[config.mk]
export PLATFORM = sky130hd
export DESIGN_NAME = bloco_operacional
export DESIGN_NICKNAME = d
export VERILOG_FILES = /design/src/rtl/bloco_operacional.sv
export SDC_FILE = /design/constraint.sdc
export NUM_CORES = 1
export LEC_CHECK = 0
export ABC_AREA = 0
export CAP_MARGIN = 30
export CORE_ASPECT_RATIO = 0.5
export CORE_MARGIN = 3
export CORE_UTILIZATION = 40
export DETAILED_ROUTE_END_ITERATION = 10
export PLACE_DENSITY = 0.57
export SLEW_MARGIN = 20
export SYNTH_ARGS = -nofsm -noshare
export SYNTH_HDL_FRONTEND = slang
export SYNTH_SLANG_ARGS = --single-unit
[constraint.sdc]
create_clock -name clk -period 6 [get_ports clk]
set_clock_uncertainty 0.1 [all_clocks]
set_input_delay 1.5 -clock clk [delete_from_list [all_inputs] [get_ports clk]]
set_output_delay 1.5 -clock clk [all_outputs]
set_load 0.01 [all_outputs]
[src/rtl/bloco_operacional.sv]
// Datapath of the 6-instruction processor: 16x8 register file, write-data mux and 8-bit ALU.
// Define OPERACIONAL_R0_ZERO_EN to hardwire R0 to 0x00 (writes to R0 ignored).
module bloco_operacional #(
    parameter int NREG = 16,
    parameter int W    = 8
) (
    input  logic         clk,
    input  logic         reset,
    input  logic [W-1:0] RF_W_data,
    input  logic         RF_s1,
    input  logic         RF_s0,
    input  logic [3:0]   RF_W_addr,
    input  logic         RF_W_wr,
    input  logic [3:0]   RF_Rp_addr,
    input  logic         RF_Rp_rd,
    input  logic [3:0]   RF_Rq_addr,
    input  logic         RF_Rq_rd,
    input  logic         alu_s1,
    input  logic         alu_s0,
    input  logic [W-1:0] D_rdata,
    output logic [W-1:0] D_wdata,
    output logic         RF_Rp_zero
);

    logic [W-1:0] regs_q [NREG];
    logic [W-1:0] regs_d [NREG];
    logic [W-1:0] rp_data;
    logic [W-1:0] rq_data;
    logic [W-1:0] alu_res;
    logic [W-1:0] wr_data;

    function automatic logic [W-1:0] alu_op(input logic [1:0] op,
                                            input logic [W-1:0] a,
                                            input logic [W-1:0] b);
        logic [W-1:0] r;
        case (op)
            2'b00:   r = a;
            2'b01:   r = a + b;
            2'b10:   r = a - b;
            default: r = '0;
        endcase
        return r;
    endfunction

    // Read ports are purely combinational, so a same-cycle write is seen only after the edge.
    always_comb begin
        rp_data = '0;
        rq_data = '0;
        if (RF_Rp_rd) rp_data = regs_q[RF_Rp_addr];
        if (RF_Rq_rd) rq_data = regs_q[RF_Rq_addr];
    end

    assign alu_res    = alu_op({alu_s1, alu_s0}, rp_data, rq_data);
    assign D_wdata    = rp_data;
    assign RF_Rp_zero = RF_Rp_rd & (rp_data == '0);

    always_comb begin
        case ({RF_s1, RF_s0})
            2'b00:   wr_data = alu_res;
            2'b01:   wr_data = D_rdata;
            2'b10:   wr_data = RF_W_data;
            default: wr_data = '0;
        endcase
    end

    always_comb begin
        regs_d = regs_q;
        if (RF_W_wr) regs_d[RF_W_addr] = wr_data;
`ifdef OPERACIONAL_R0_ZERO_EN
        regs_d[0] = '0;
`endif
    end

    always_ff @(posedge clk or negedge reset) begin
        if (!reset) begin
            for (int i = 0; i < NREG; i++) regs_q[i] <= '0;
        end else begin
            regs_q <= regs_d;
        end
    end

endmodule

==> out/results.ini, run 1 <==
[worst_setup_path]
timing.critical_path.from=RF_Rp_addr[1]
worstSetupStartpointType=input port
crit_path_cell_trace=clkdlybuf4s50_1 -> buf_12 -> mux4_4 -> mux4_2 -> nor4_1 -> and4b_1 -> clkdlybuf4s50_1
worst-path-max-fanout=29
critPathSlowestCell=mux4_2
worst_ep_required_time_ns=4.40
critPathMostFrequentCell=clkdlybuf4s50_1
crit_path_end_kind=output pin
worstReg2RegStart=regs_q[16]
cp_data_arrival_time_ns=4.30
setup.worst_path.class=in2out
cpPeakStageDelay_ns=0.55

[layout]
largestRegisters=regs_q x128
register_area_sq_um=3203
largest_reg_flops=128
nNetsFinal=854
antenna-diode-count=0
multiInputGateArea_sq_um=4690
top_register=regs_q
postLayoutCoreUtil_pct=49.08
layout.cells.most_common=dfrtp_1
fill_cells=1817
flow.area_growth_from_synthesis_pct=17.55
layout-drive-gt1-share_pct=25.55
stdcell_area_sq_um=9772
layout.cells.most_common_list=dfrtp_1 (128), nor2_1 (106), nand2_1 (46)

[routing]
vias=6589
detail_route.vias_per_cell=6.078
detail-route-antenna-nets=0
route.final.wire_length_um=26020
drt-initial-drc-count=730
wl_per_cell_um=24.00
drt_first_pass_iters=5
route.detailed.drc=0

[power_and_ir_drop]
share_comb_of_total_power_pct=30.8
power.share.clock_pct=32.3
power.share.switching_pct=32.84
vdd_ir_drop_max_uv=185.5
internal-power_w=0.002273
total_switching_power_w=0.001111
power-per-cell-area_nw_per_um2=346.3
cellLeakagePower_nw=4.016
power_share_of_the_sequential_group_pct=36.9

[clock_tree]
cts_buffer_depth=2
h-tree-depth=4
post_cts_setup_driven_buffer_insertion_count=0
clk_transition_reported_paths_ns=0.06
clock_tree.root_cell=clkbuf_16
worstSkewPairLatency_ns=0.43
clock_tree_sinks=128
tritoncts=built
cts_made_buffers=17

[synthesis]
synth_area_sq_um=8313
ys_seq_area_share_pct=38.53
number_of_synthesized_flops_with_an_enable_pin=0
yosys_register_bits=128
async_reset_ff_share_pct=100.0
yosys_warnings=0
syn-instance-count=760
post_synthesis_net_count=809
synth_area_per_cell_sq_um=10.94
synthDistinctLibCells=62
yosys_most_used_dff=dfrtp_1

[placement]
hpwl_detailed_um=18460
gp_congestion=0.9618
place.port_buffers=45
place_area_sq_um=9107
dp_slack_ns=-0.07946

[outcome]
outcome=finished, final reports clean

[floorplanning]
top_level_ports=46
fp.dieW_um=209.9
start_util_pct=41.75
die_h_um=107.9
number_of_standard_cell_rows_in_the_floorplan=36
core_area_sq_um=19910
dieArea_sq_um=22650

[sta]
worst_margin_slew_ns=0.9260
post-route-period-util_pct=98.27
final_hold_viol_count=0
timing.max_slew.rel_slack_pct=37.93
unrepaired_setup_endpoints_after_global_routing=no
maxClockFrequency_mhz=169.6
setup_total_negative_slack_ns=0
maxSlewViolCount=0
fin_ws_ns=0.1041
timing.final.crit_period_ns=5.896
setup_viol_count_final=0

[hold_path]
min_path_type=reg2reg
hold_wc_startpoint=regs_q[121]

[global_route]
grt_pass1_wl_um=40110
gr-total-overflow=0
grt_pass1_vias=6458
antenna_violations_before_repair=0
globalRouteTotalUtil_pct=23.94
grt_max_degree=69

[run]
timing.max_cap.violations=0

-- per-stage QoR --
| stage | hold WS [ns] | instances | power (W) |
|---|---|---|---|
| after floorplan | 0.3640 | 760 | 0.001953 |
| after global placement | 0.3819 | 1049 | 0.002254 |
| after detailed placement | 0.3962 | 1050 | 0.002275 |
| after CTS | 0.4092 | 1082 | 0.003377 |
| after global routing | 0.4382 | 1084 | 0.003562 |
| final | 0.4105 | 1084 | 0.003384 |
-- power by group through the flow --
stage / clock network (W) / logic (W) / registers, W
2_1_floorplan: 0 / 0.000756 / 0.00120
3_3_place_gp: 0 / 0.00100 / 0.00125
3_5_place_dp: 0 / 0.00101 / 0.00126
4_1_cts: 0.00111 / 0.00102 / 0.00125
5_1_grt: 0.00115 / 0.00113 / 0.00128
6_report: 0.00109 / 0.00104 / 0.00125
-- synthesized netlist by cell type, types with 8 or more instances --
| cell | count | share of area, % |
|---|---|---|
| ha_1 | 11 | 1.7 |
| a211oi_1 | 17 | 1.5 |
| a21oi_1 | 8 | 0.48 |
| o31ai_1 | 10 | 0.90 |
| mux4_1 | 12 | 3.8 |
| clkbuf_1 | 29 | 1.3 |
| mux4_2 | 41 | 11 |
| nand2_1 | 46 | 2.1 |
| nand2b_1 | 8 | 0.60 |
| a31oi_1 | 19 | 1.4 |
| a21oi_2 | 40 | 4.2 |
| buf_4 | 8 | 0.72 |
| dfrtp_1 | 128 | 39 |
| nand3_1 | 19 | 1.1 |
| mux2i_1 | 40 | 4.8 |
| buf_2 | 8 | 0.48 |
| inv_1 | 12 | 0.54 |
| nor2_1 | 106 | 4.8 |
| a22oi_1 | 15 | 1.4 |
| o21ai_1 | 30 | 1.8 |
| mux2_2 | 32 | 4.3 |
| nor3_1 | 13 | 0.78 |
-- timing repair --
item / in CTS / in global routing
gates resized for setup: 0 / 1
hold buffers: 0 / 0
endpoints found under the setup margin: 0 / 16
-- critical path: cells and delay by family --
family	cells	cell delay (ns)
buf+inv	3	1.29
mux	2	1.01
simple gates	2	0.48
-- logic make-up after synthesis --
group	count (synthesis)	share of synthesized area [%]
buffers and inverters	76	5.373
AO/OA/AOI/OAI	181	16.33
multiplexers	126	24.35
flip-flops	128	38.53
AND/OR/NAND/NOR	228	12.48
adder cells (fa/ha/maj)	12	1.896
XOR/XNOR	9	1.039
-- path summary, 6_finish.rpt --
path | endpoint | slack, ns | depth (start not counted)
worst max-delay path | RF_Rp_zero | 0.10 | 7
worst min-delay path | regs_q[121] | 0.41 | 2
worst max register to register | regs_q[63] | 1.78 | 18
worst min register to register | regs_q[121] | 0.41 | 2
max in group asynchronous | regs_q[107] | 4.11 | 2
min in group asynchronous | regs_q[85] | 0.80 | 1
-- metal layers --
layer  GRT usage, %  share of wire [%]  vias to the layer above
met5              0                  0                        -
met4          7.924                2.2                        0
met3          6.696                8.5                       34
met2          34.35                 42                      266
met1          35.00                 47                     3341
li1               -                  -                     2948
-- cell type report --
| class | count | share of cell area [%] |
|---|---|---|
| Multi-Input combinational cell | 556 | 47.99 |
| Clock inverter | 14 | 1.831 |
| Timing Repair Buffer | 90 | 9.040 |
| Tap cell | 266 | 3.406 |
| Sequential cell | 128 | 32.78 |
| Inverter | 12 | 0.4609 |
| Clock buffer | 18 | 4.494 |
(Power assumes the default switching activity.)
==> inputs of run 2 (changes only) <==
--- a/config.mk
+++ b/config.mk
@@ -11,7 +11,6 @@
 export CORE_MARGIN = 3
 export CORE_UTILIZATION = 40
 export DETAILED_ROUTE_END_ITERATION = 10
-export PLACE_DENSITY = 0.57
 export SLEW_MARGIN = 20
 export SYNTH_ARGS = -nofsm -noshare
 export SYNTH_HDL_FRONTEND = slang
==> out/results.ini, run 2 (synthesis results as in run 1) <==
[global_route]
met1_usage_pct=31.12  ; -3.9 points
gr-total-overflow=0  ; unchanged
globalRouteTotalUtil_pct=23.20  ; -0.75 points
globalRoute.busiestLayer=met2
grtUsageMet3_pct=7.043  ; +0.35 points
groute.layer.met2.usage_pct=35.55  ; +1.2 points
grt_pass1_vias=6585  ; +2.0%
grt_pass1_wl_um=39080  ; -2.6%
grt_max_degree=58  ; -16%
antenna_violations_before_repair=0  ; unchanged

[floorplanning]
number_of_standard_cell_rows_in_the_floorplan=36  ; unchanged
die_h_um=107.9  ; unchanged
dieArea_sq_um=22650  ; unchanged
top_level_ports=46  ; unchanged
fp.dieW_um=209.9  ; unchanged
start_util_pct=41.75  ; unchanged
core_area_sq_um=19910  ; unchanged

[layout]
layout-drive-gt1-share_pct=25.58  ; +0.028 points
layout.cells.most_common=dfrtp_1
antenna-diode-count=0  ; unchanged
largest_reg_flops=128  ; unchanged
top_register=regs_q
flow.area_growth_from_synthesis_pct=16.36
largestRegisters=regs_q x128
fill_cells=1785  ; -1.8%
layout.cells.most_common_list=dfrtp_1 (128), nor2_1 (106), nand2_1 (46), buf_4 (46)
stdcell_area_sq_um=9673  ; -1.0%
nNetsFinal=857  ; +0.35%

[power_and_ir_drop]
power-per-cell-area_nw_per_um2=341.4  ; -1.4%
cellLeakagePower_nw=3.992  ; -0.60%
vdd_ir_drop_max_uv=121.1  ; -35%

[placement]
hpwl_detailed_um=18360  ; -0.53%
dp_slack_ns=-0.004295  ; +0.07517 ns
gp_congestion=0.9275  ; -3.6%
place.port_buffers=45  ; unchanged
place_area_sq_um=9077  ; -0.33%

[worst_setup_path]
setup.worst_path.class=in2out
crit_path_end_kind=output pin
cp_data_arrival_time_ns=4.20  ; -0.10 ns
worst-path-max-fanout=29  ; unchanged
worst_ep_required_time_ns=4.40  ; about the same
worstSetupStartpointType=input port

[sta]
finalHoldWorstSlack_ns=0.4072  ; -0.003287 ns
timing.max_slew.rel_slack_pct=37.60  ; -0.33 points
final_hold_viol_count=0  ; unchanged
maxClockFrequency_mhz=172.5  ; +1.7%
post-route-period-util_pct=96.64  ; -1.6 points
timing.final.crit_period_ns=5.798  ; -0.09745 ns
fin_ws_ns=0.2015  ; +0.09745 ns
worst_margin_slew_ns=0.9309  ; +0.004994 ns
unrepaired_setup_endpoints_after_global_routing=no
setup_viol_count_final=0  ; unchanged
maxSlewViolCount=0  ; unchanged

[routing]
detail_route.vias_per_cell=6.054  ; -0.40%
drt-initial-drc-count=620  ; -15%
drt_first_pass_iters=5  ; unchanged
detail-route-antenna-nets=0  ; unchanged
wl_per_cell_um=23.75  ; -1.1%
vias=6581  ; -0.12%
route.final.wire_length_um=25810  ; -0.79%
route.detailed.drc=0  ; unchanged

[clock_tree]
h-tree-depth=4  ; unchanged
post_cts_setup_driven_buffer_insertion_count=0  ; unchanged
tritoncts=built
cts_buffer_depth=2  ; unchanged
clock_tree.root_cell=clkbuf_16
cts_made_buffers=17  ; unchanged
clock_tree_sinks=128  ; unchanged
worstSkewPairLatency_ns=0.44  ; about the same
clk_transition_reported_paths_ns=0.06  ; about the same
postCtsHoldBufs=0  ; unchanged

[outcome]
outcome=finished, final reports clean

[hold_path]
min_path_type=reg2reg

[run]
timing.max_cap.violations=0  ; unchanged

==> run 2: routing by layer <==
| metal | part of all wire [%] | vias to the layer above | wire length, um |
|---|---|---|---|
| met5 | 0 | - | 0 |
| met4 | 2.6 | 0 | 677 |
| met3 | 7.3 | 48 | 1890 |
| met2 | 45 | 264 | 11630 |
| met1 | 45 | 3320 | 11610 |
| li1 | - | 2949 | - |
==> run 2: timing repair <==
item | 4_1_cts | 5_1_grt
endpoints found under the setup margin | 0 | 1
hold endpoints to repair | 0 | 0
gates resized for setup | 0 | 1
==> run 2: worst max-delay path, stage by stage <==
cell and delay, ns:
clkdlybuf4s50_1 0.50, buf_12 0.22, mux4_2 0.34, mux4_2 0.55, nor4_1 0.27, and4b_1 0.23
clkdlybuf4s50_1 0.54
==> run 2: per-stage QoR <==
step	power, W	utilization [%]	setup TNS (ns)	instances
finish	0.003302	48.59	0	1087
global route	0.003459	48.59	0	1087
global placement	0.002239	45.52	0	1052
floorplan	0.001953	-	0	760
CTS	0.003299	48.54	0	1086
detailed placement	0.002268	45.59	-0.004295	1054
==> run 2: power breakdown <==
part           total [W]  internal [W]  switching (W)
registers        0.00126       0.00108       0.000185
logic            0.00101      0.000510       0.000502
clock network    0.00103      0.000615       0.000411
==> run 2: area by class of cell <==
class / count / area (sq um) / area share, %
Multi-Input combinational cell: 556 / 4668 / 48.26
Sequential cell: 128 / 3203 / 33.11
Timing Repair Buffer: 93 / 838.3 / 8.666
Clock buffer: 21 / 480.5 / 4.967
Tap cell: 266 / 332.8 / 3.441
Clock inverter: 11 / 105.1 / 1.087
Inverter: 12 / 45.04 / 0.4657
==> run 2: worst paths after layout <==
| path | end | depth (start not counted) | slack, ns | startpoint |
|---|---|---|---|---|
| max | RF_Rp_zero | 7 | 0.20 | RF_Rp_addr[1] |
| min | regs_q[59] | 2 | 0.41 | regs_q[59] |
| max reg2reg | regs_q[79] | 16 | 1.69 | regs_q[1] |
| min reg2reg | regs_q[59] | 2 | 0.41 | regs_q[59] |
| max in group asynchronous | regs_q[3] | 2 | 3.66 | reset |
| min in group asynchronous | regs_q[45] | 1 | 1.05 | reset |
==> inputs of run 3 (changes only) <==
--- a/config.mk
+++ b/config.mk
@@ -11,7 +11,7 @@
 export CORE_MARGIN = 3
 export CORE_UTILIZATION = 40
 export DETAILED_ROUTE_END_ITERATION = 10
-export SLEW_MARGIN = 20
+export SKIP_LAST_GASP = 1
 export SYNTH_ARGS = -nofsm -noshare
 export SYNTH_HDL_FRONTEND = slang
 export SYNTH_SLANG_ARGS = --single-unit
==> out/results.ini, run 3 (synthesis results as in run 1) <==
[outcome]
outcome=finished, final reports clean

[routing]
route.final.wire_length_um=25460  ; -1.4%
detail_route.vias_per_cell=6.097  ; +0.70%
drt_first_pass_iters=5  ; unchanged
wl_per_cell_um=23.51  ; -1.0%
vias=6603  ; +0.33%
detail-route-antenna-nets=0  ; unchanged
route.detailed.drc=0  ; unchanged
drt-initial-drc-count=652  ; +5.2%

[layout]
antenna-diode-count=0  ; unchanged
top_register=regs_q
stdcell_area_sq_um=9661  ; -0.13%
layout.cells.most_common_list=dfrtp_1 (128), nor2_1 (106), nand2_1 (46), buf_4 (46)
flow.area_growth_from_synthesis_pct=16.21
largest_reg_flops=128  ; unchanged
nNetsFinal=857  ; unchanged
layout.cells.most_common=dfrtp_1
layout-drive-gt1-share_pct=24.97  ; -0.61 points
largestRegisters=regs_q x128

[floorplanning]
dieArea_sq_um=22650  ; unchanged
number_of_standard_cell_rows_in_the_floorplan=36  ; unchanged
fp.dieW_um=209.9  ; unchanged
core_area_sq_um=19910  ; unchanged
start_util_pct=41.75  ; unchanged
die_h_um=107.9  ; unchanged
top_level_ports=46  ; unchanged

[clock_tree]
worstSkewPairLatency_ns=0.43  ; about the same
tritoncts=built
clock_tree.root_cell=clkbuf_16
clk_transition_reported_paths_ns=0.06  ; about the same
cts_buffer_depth=2  ; unchanged
h-tree-depth=4  ; unchanged
postCtsHoldBufs=0  ; unchanged
post_cts_setup_driven_buffer_insertion_count=0  ; unchanged
cts_made_buffers=17  ; unchanged
clock_tree_sinks=128  ; unchanged
post_cts_resized=0  ; unchanged

[hold_path]
min_delay_path_depth=2  ; unchanged
hold_wc_startpoint=regs_q[59]
min_path_type=reg2reg
min_to=regs_q[59]

[sta]
fin_ws_ns=0.2186  ; +0.01706 ns
timing.final.crit_period_ns=5.781  ; -0.01706 ns
final_hold_viol_count=0  ; unchanged
post-route-period-util_pct=96.36  ; -0.28 points
setup_viol_count_final=0  ; unchanged
worst_margin_slew_ns=0.9916  ; +0.06063 ns
maxSlewViolCount=0  ; unchanged
timing.max_slew.rel_slack_pct=33.53  ; -4.1 points
setup_total_negative_slack_ns=0  ; unchanged
maxClockFrequency_mhz=173.0  ; +0.30%
unrepaired_setup_endpoints_after_global_routing=no

[placement]
gp_congestion=0.9275  ; unchanged
hpwl_detailed_um=18300  ; -0.30%
place.port_buffers=45  ; unchanged
dp_slack_ns=-0.009385  ; -0.005091 ns
place_area_sq_um=9070  ; about the same

[run]
timing.max_cap.violations=0  ; unchanged

[global_route]
gr-total-overflow=0  ; unchanged
grt_pass1_vias=6517  ; -1.0%
grt_pass1_wl_um=39340  ; +0.65%
grt_max_degree=58  ; unchanged
antenna_violations_before_repair=0  ; unchanged
groute.layer.met2.usage_pct=35.23  ; -0.32 points
globalRouteTotalUtil_pct=23.30  ; +0.11 points
globalRoute.busiestLayer=met2
met1_usage_pct=32.14  ; +1.0 points
grtUsageMet3_pct=6.290  ; -0.75 points

[worst_setup_path]
worst_ep_required_time_ns=4.40  ; about the same
r2r.worst_path.cells=16  ; unchanged
crit_path_cell_trace=clkdlybuf4s50_1 -> buf_12 -> mux4_2 -> mux4_2 -> nor4_1 -> and4b_1 -> clkdlybuf4s50_1
worst-path-max-fanout=29  ; unchanged
crit_path_end_kind=output pin
worstReg2RegEnd=regs_q[7]
cp_data_arrival_time_ns=4.18  ; -0.02 ns
setup.worst_path.class=in2out
regToRegSetupSlack_ns=1.75  ; +0.06 ns
cpPeakStageDelay_ns=0.55  ; about the same
critPathSlowestCell=mux4_2
worstReg2RegStart=regs_q[1]
worstSetupStartpointType=input port

[power_and_ir_drop]
power-per-cell-area_nw_per_um2=343.1  ; +0.49%
cellLeakagePower_nw=3.994  ; about the same
vdd_ir_drop_max_uv=114.9  ; -5.2%

## run 3: changes by cell type in the layout (fill, tap and decap cells not counted)
cell,previous run,this run
inv_6,2,0
clkinv_2,2,3
clkbuf_8,4,2
clkinv_4,2,0
bufinv_16,1,3
clkinvlp_4,4,1
clkbuf_1,0,2
## run 3: how the worst max path moves through the flow
stage,startpoint,to,cells past startpoint
2_1_floorplan,RF_Rq_addr[0],regs_q[125],22
6_report,RF_Rp_addr[1],RF_Rp_zero,7
5_1_grt,RF_Rq_addr[2],regs_q[47],20
4_1_cts,RF_Rp_addr[2],RF_Rp_zero,8
3_3_place_gp,RF_Rq_addr[2],regs_q[39],20
3_5_place_dp,RF_Rq_addr[2],regs_q[7],20
## run 3: layout make-up
cell class	instances	area (sq um)
Fill cell	1824	10250
Multi-Input combinational cell	556	4668
Sequential cell	128	3203
Timing Repair Buffer	93	838.3
Clock buffer	21	460.4
Tap cell	266	332.8
Clock inverter	7	112.6
Inverter	12	45.04
## run 3: per-layer routing
layer / vias up / wire length [um]
li1: 2937 / -
met1: 3329 / 11490
met2: 276 / 11140
met3: 61 / 1960
met4: 0 / 868
met5: - / 0
## run 3: worst max-delay path, delay by kind of cell
family	cells	cell delay (ns)
simple gates	2	0.49
buf+inv	3	1.27
mux	2	0.89
## run 3: stage by stage
| step | utilization, % | cells | power [W] | hold WS [ns] |
|---|---|---|---|---|
| 2_1_floorplan | - | 760 | 0.001953 | 0.3640 |
| 3_3_place_gp | 45.52 | 1052 | 0.002239 | 0.3849 |
| 3_5_place_dp | 45.56 | 1053 | 0.002268 | 0.3962 |
| 4_1_cts | 48.44 | 1081 | 0.003315 | 0.4090 |
| 5_1_grt | 48.52 | 1083 | 0.003480 | 0.4316 |
| 6_report | 48.52 | 1083 | 0.003315 | 0.4076 |
## run 3: report_power, final
group          internal [W]  leakage (nW)  switching, W
Combinational      0.000511          2.13      0.000500
Clock              0.000663         0.281      0.000381
Sequential          0.00108          1.59      0.000181
Total               0.00225          3.99       0.00106
